## src/rtl/reg_wb_queue_if.sv

```systemverilog
// reg_wb_queue_if -- result-offer channel between an ALU/load producer and
// the register write-back queue.
//   res_valid  producer -> queue   a result is offered this cycle
//   res_ready  queue -> producer   queue can accept (not full)
//   res_addr   producer -> queue   destination register
//   res_data   producer -> queue   result value
// Modports: master = producer side, slave = queue side.
interface reg_wb_queue_if #(
  parameter int AW = 3,
  parameter int DW = 8
);
  logic          res_valid;
  logic          res_ready;
  logic [AW-1:0] res_addr;
  logic [DW-1:0] res_data;

  modport master (output res_valid, output res_addr, output res_data, input res_ready);
  modport slave  (input res_valid, input res_addr, input res_data, output res_ready);
endinterface

```

## src/rtl/reg_wb_queue.sv

```systemverilog
// reg_wb_queue -- write-back initiator for the register bank's single write
// port. Results are buffered in a DEPTH-entry FIFO and the head entry is
// written to the bank whenever no other master owns the port.
// Ports:
//   clk, rst      rising-edge clock, synchronous active-high reset
//   res           result channel (reg_wb_queue_if.slave)
//   port_busy     another master owns the bank write port this cycle
//   addrw/din     bank write address/data (head entry, 0 when empty)
//   write         bank write enable; the head pops on the same edge
//   query_addr    register probed by decode
//   pending       some queued entry targets query_addr
//   count         entries currently held
//   fwd_hit/fwd_data  newest queued value for query_addr
//                 (only when WB_BYPASS_EN is defined)
// Configuration macro: WB_BYPASS_EN enables the forwarding outputs.
module reg_wb_queue #(
  parameter int DEPTH = 4,
  parameter int AW    = 3,
  parameter int DW    = 8
) (
  input  logic                   clk,
  input  logic                   rst,
  reg_wb_queue_if.slave          res,
  input  logic                   port_busy,
  output logic [AW-1:0]          addrw,
  output logic [DW-1:0]          din,
  output logic                   write,
  input  logic [AW-1:0]          query_addr,
  output logic                   pending,
`ifdef WB_BYPASS_EN
  output logic                   fwd_hit,
  output logic [DW-1:0]          fwd_data,
`endif
  output logic [$clog2(DEPTH):0] count
);

  localparam int PW = $clog2(DEPTH);
  localparam int CW = PW + 1;
  localparam logic [PW-1:0] PTR_ONE  = PW'(1);
  localparam logic [CW-1:0] CNT_ONE  = CW'(1);
  localparam logic [CW-1:0] CNT_FULL = CW'(DEPTH);

  logic [AW-1:0] addr_q [DEPTH];
  logic [AW-1:0] addr_d [DEPTH];
  logic [DW-1:0] data_q [DEPTH];
  logic [DW-1:0] data_d [DEPTH];
  logic [PW-1:0] head_q, head_d;
  logic [PW-1:0] tail_q, tail_d;
  logic [CW-1:0] count_q, count_d;

  logic full_s;
  logic empty_s;
  logic push_s;
  logic pop_s;
  logic pending_s;
  logic [PW-1:0] idx_s;
`ifdef WB_BYPASS_EN
  logic [DW-1:0] fwd_data_s;
`endif

  assign full_s  = (count_q == CNT_FULL);
  assign empty_s = (count_q == {CW{1'b0}});
  // Ready is a function of occupancy only, so a full queue refuses a push
  // even on a cycle where the head is popping.
  assign push_s  = res.res_valid && !full_s;
  assign pop_s   = !empty_s && !port_busy;

  assign res.res_ready = !full_s;
  assign count         = count_q;
  assign pending       = pending_s;
`ifdef WB_BYPASS_EN
  assign fwd_hit  = pending_s;
  assign fwd_data = fwd_data_s;
`endif

  // Bank issue: head entry drives the port; empty queue forces address/data to zero.
  always_comb begin
    write = pop_s;
    if (empty_s) begin
      addrw = {AW{1'b0}};
      din   = {DW{1'b0}};
    end else begin
      addrw = addr_q[head_q];
      din   = data_q[head_q];
    end
  end

  // Next-state: tail write on push, head advance on pop, occupancy update.
  always_comb begin
    addr_d  = addr_q;
    data_d  = data_q;
    head_d  = head_q;
    tail_d  = tail_q;
    count_d = count_q;
    if (push_s) begin
      addr_d[tail_q] = res.res_addr;
      data_d[tail_q] = res.res_data;
      tail_d         = tail_q + PTR_ONE;
    end else begin
      tail_d = tail_q;
    end
    if (pop_s) begin
      head_d = head_q + PTR_ONE;
    end else begin
      head_d = head_q;
    end
    case ({push_s, pop_s})
      2'b10:   count_d = count_q + CNT_ONE;
      2'b01:   count_d = count_q - CNT_ONE;
      default: count_d = count_q;
    endcase
  end

  // Hazard lookup: walk entries oldest to newest so the last match is the
  // newest value for the probed register.
  always_comb begin
    pending_s = 1'b0;
    idx_s     = head_q;
`ifdef WB_BYPASS_EN
    fwd_data_s = {DW{1'b0}};
`endif
    for (int k = 0; k < DEPTH; k++) begin
      idx_s     = head_q + PW'(k);
      pending_s = pending_s | ((CW'(k) < count_q) && (addr_q[idx_s] == query_addr));
`ifdef WB_BYPASS_EN
      fwd_data_s = ((CW'(k) < count_q) && (addr_q[idx_s] == query_addr)) ?
                   data_q[idx_s] : fwd_data_s;
`endif
    end
  end

  // State registers with synchronous reset; a push at a reset edge is dropped.
  always_ff @(posedge clk) begin
    if (rst) begin
      head_q  <= {PW{1'b0}};
      tail_q  <= {PW{1'b0}};
      count_q <= {CW{1'b0}};
      for (int i = 0; i < DEPTH; i++) begin
        addr_q[i] <= {AW{1'b0}};
        data_q[i] <= {DW{1'b0}};
      end
    end else begin
      head_q  <= head_d;
      tail_q  <= tail_d;
      count_q <= count_d;
      for (int i = 0; i < DEPTH; i++) begin
        addr_q[i] <= addr_d[i];
        data_q[i] <= data_d[i];
      end
    end
  end

endmodule

```

## src/flat_wrapper.sv

```systemverilog
// flat-port wrapper written by rule: the top's interface ports become plain ports
module reg_wb_queue_flat 
#(
  parameter int DEPTH = 4,
  parameter int AW    = 3,
  parameter int DW    = 8
)
  (clk, rst, port_busy, addrw, din, write, query_addr, pending, count, res_res_valid, res_res_addr, res_res_data, res_res_ready);
  reg_wb_queue_if #(.AW(AW), .DW(DW)) res_i ();
  input  logic clk;
  input  logic rst;
  input  logic port_busy;
  output logic [AW-1:0] addrw;
  output logic [DW-1:0] din;
  output logic write;
  input  logic [AW-1:0] query_addr;
  output logic pending;
  output logic [$clog2(DEPTH):0] count;
  input wire logic [$bits(res_i.res_valid)-1:0] res_res_valid;
  input wire logic [$bits(res_i.res_addr)-1:0] res_res_addr;
  input wire logic [$bits(res_i.res_data)-1:0] res_res_data;
  output wire logic [$bits(res_i.res_ready)-1:0] res_res_ready;
  assign res_i.res_valid = res_res_valid;
  assign res_i.res_addr = res_res_addr;
  assign res_i.res_data = res_res_data;
  assign res_res_ready = res_i.res_ready;
  reg_wb_queue #(.DEPTH(DEPTH), .AW(AW), .DW(DW)) u_core (.clk(clk), .rst(rst), .res(res_i), .port_busy(port_busy), .addrw(addrw), .din(din), .write(write), .query_addr(query_addr), .pending(pending), .count(count));
endmodule
```

## config.mk

```make
export PLATFORM = sky130hd
export DESIGN_NAME = reg_wb_queue_flat
export DESIGN_NICKNAME = d
export VERILOG_FILES = /design/src/rtl/reg_wb_queue_if.sv /design/src/rtl/reg_wb_queue.sv /design/src/flat_wrapper.sv
export SDC_FILE = /design/constraint.sdc
export NUM_CORES = 1
export LEC_CHECK = 0
export ABC_AREA = 1
export BUFFER_PORTS_ARGS = -buffer_cell sky130_fd_sc_hd__buf_2
export CAP_MARGIN = 40
export CORE_MARGIN = 5
export CORE_UTILIZATION = 60
export CTS_CLUSTER_DIAMETER = 120
export DETAILED_ROUTE_END_ITERATION = 7
export PLACE_DENSITY = 0.82
export SLEW_MARGIN = 30
export SYNTH_ARGS = -nofsm -noshare
export SYNTH_HDL_FRONTEND = slang
export SYNTH_SLANG_ARGS = --single-unit
```

## constraint.sdc

```tcl
create_clock -name clk -period 5.85 [get_ports clk]
set_clock_uncertainty 0.1 [all_clocks]
set_input_delay 0.2925 -clock clk [delete_from_list [all_inputs] [get_ports clk]]
set_output_delay 0.2925 -clock clk [all_outputs]
set_load 0.02 [all_outputs]
```

==> reports/qor.txt <==
Outcome - completed
Nets - 460
Worst setup EP type - primary output
Routed met1 length - 3100 um
Cell Area, Placed - 2920 um^2
Seq/Total Area, Yosys - 36.1%
DR iter-0 viols - 252
Seq pwr share - 39.0%
Power Density - 359 nW/um^2
CP Data Arrival Time - 2.38 ns
Max-slew headroom - 47.3%
Metal3 WL - 382 um
Final WS setup - 3.07 ns
Die Area - 6180 um^2
P_sw - 0.481 mW
Max Slew Vio Count - 0
Initial Util - 60.6%
TritonCTS clock tree - done
Remaining Overflow, GRT - 0
Area grow syn2layout - 7.92%
Int Pwr - 0.612 mW
Slew at the pin with the worst max-slew slack - 0.790 ns
Top FF cell, synth - dfxtp_1
Min cycle time layout - 2.78 ns
Clock share of power - 19.3%
Clk slew on worst S/H paths - 0.10 ns
Vias in the first global route - 2,560
Fmax - 360 MHz
Die extent in x - 78.6 um
Syn_nets - 439
RSZ-0062 raised after global routing - no
Gr usage total - 22.7%
Vias per Instance - 5.71
Crit share post-route - 47.5%
Die Y-Extent - 78.6 um
Met2 wire length - 3150 um
FF+latch count, synth - 51
# setup viols final - 0
Cells after Synth - 412
Worst-skew pair later-pin latency - 0.30 ns
CTS hold repair buffers - 0
Fillers - 402
Total negative slack - 0 ns
Post-CTS resize count - 0
Mapped Area - 2830 um^2
Router iterations before antenna repair - 5
Maximum fanout along the worst path - 19
Worst Setup Path Type - reg -> out
DRC viols - 0
Worst path max stage delay - 0.84 ns
CTS root buf - clkbuf_8
First-pass GRT wire length - 11,500 um
Ys async rst share - 0%
Post-Syn Area per Cell - 6.86 um^2
Critical-path top delay cell - dfxtp_1
Via count - 2,788
Port bufs - 34
Synth cell types - 24
Synth warn - 0
Yosys top cell by area - dfxtp_1
Layout cells sized above 1 - 12.2%
Finished Cell Area - 3050 um^2
H-tree Lvls - 2
Core Footprint - 4660 um^2
DR WL/cell - 13.8 um
Hold Slack - 0.177 ns
Hpwl dp - 4650 um
Setup Fix Bufs, Post-CTS - 0
IO Pins - 35
Sw Ratio - 44.0%
Gate power share - 41.8%
Final Hold Vio Count - 0
Worst min path class - in -> reg
Pin count of the biggest net entering global routing - 52
Crit path cell chain - nand2_2, nand2_4, nand2_1, nand3_1, nand2_1, nor2_1, nand2_1, nand2_1, nand2_1, nand2_1, buf_2
Most frequent CP cell - nand2_1
Max VDD drop - 0.000236 V
Top Layer Used - met4
Initial antenna violation count - 0
CTS Buf Count - 5
Worst slack at placement - 3.17 ns
Clock Path Buffers - 2
Number of synthesized flops with an enable pin - 0
Antenna violation net count after detailed routing - 0
Site Rows - 25
Gpl congestion - 0.833
Ant. Diodes - 0
WP data required - 5.46 ns
CTS Sinks - 51
Final Util - 65.4%
Yosys top cell area share - 36.1%
Synth area leaders - dfxtp_1 36%, nand2_1 15%, nand3_1 9.4%
WL final - 6720 um
P_leak - 1.33 nW
Max Cap Viol - 0
Startpoint Class - flop
## worst max-delay path: cells and delay by family (launching register included)
family / cells / cell delay, ns
simple gates: 10 / 1.08
flops: 1 / 0.84
buf+inv: 1 / 0.15
## final timing paths
| path | from | end | slack, ns | cells after the start |
|---|---|---|---|---|
| max | u_core.head_q[0] | pending | 3.07 | 11 |
| min | res_res_data[3] | u_core.data_q[19] | 0.18 | 3 |
| max reg2reg | u_core.count[0] | u_core.count[2] | 3.46 | 10 |
| min reg2reg | u_core.data_q[1] | u_core.data_q[1] | 0.37 | 2 |
## cell families (layout without fill, tap and decap cells)
kind of cell	count (synthesis)	after routing	synth area share, %
buf+inv	59	81	10.2
simple gates	217	217	32.4
xor+xnor	1	1	0.310
fa+ha+maj	9	9	3.98
compound gates	75	75	16.9
flops	51	51	36.1
## flip-flops by register name, indices dropped and copies added (netlist names)
register / cells
u_core.addr_q: 12
u_core.count: 3
u_core.data_q: 32
u_core.head_q: 2
u_core.tail_q: 2
## power by group through the flow
| stage | clock network, mW | registers (mW) | logic [mW] |
|---|---|---|---|
| floorplan | 0 | 0.419 | 0.367 |
| global placement | 0 | 0.432 | 0.441 |
| detailed placement | 0 | 0.433 | 0.450 |
| CTS | 0.211 | 0.425 | 0.450 |
| global route | 0.223 | 0.433 | 0.517 |
| finish | 0.211 | 0.426 | 0.457 |
## placed cells by master, fill, tap and decap left out
master,instances
buf_8,1
ha_1,9
clkbuf_8,5
o21ai_0,3
dfxtp_1,51
xor2_1,1
nand3_2,1
inv_1,35
o21bai_1,2
a211oi_1,22
nand2_4,3
nand3_1,53
clkinv_2,1
inv_4,1
nand2_1,116
nand2_2,3
inv_8,1
inv_6,1
buf_12,1
a21oi_1,31
nor2_1,41
o21a_1,1
a221oi_1,8
clkinv_4,1
buf_2,34
o22ai_1,8
## stage by stage
stage	power [mW]	cells
after global routing	1.17	488
after global placement	0.874	478
final	1.09	488
after floorplan	0.786	412
after detailed placement	0.883	478
after CTS	1.09	486
## per-layer routing
| layer | global-route usage, % | vias up |
|---|---|---|
| li1 | - | 1415 |
| met1 | 30.6 | 1287 |
| met2 | 37.3 | 74 |
| met3 | 4.01 | 12 |
| met4 | 6.12 | 0 |
| met5 | 0 | - |
## Yosys cell counts (8+ instances only)
cell,instances
nand2_1,116
nand3_1,53
dfxtp_1,51
nor2_1,41
inv_1,35
a21oi_1,31
a211oi_1,22
clkbuf_1,10
ha_1,9
a221oi_1,8
o22ai_1,8
## area by class of cell
type	count	area, um^2	share of cell area (%)
well taps	54	67.6	2.21
clock inverters	3	22.5	0.738
multi-input cells	302	1520	49.7
inverters	37	149	4.88
repair buffers	36	205	6.73
flip-flops and latches	51	1020	33.5
clock buffers	5	68.8	2.26
No activity file was read; power rests on OpenSTA's default activity.
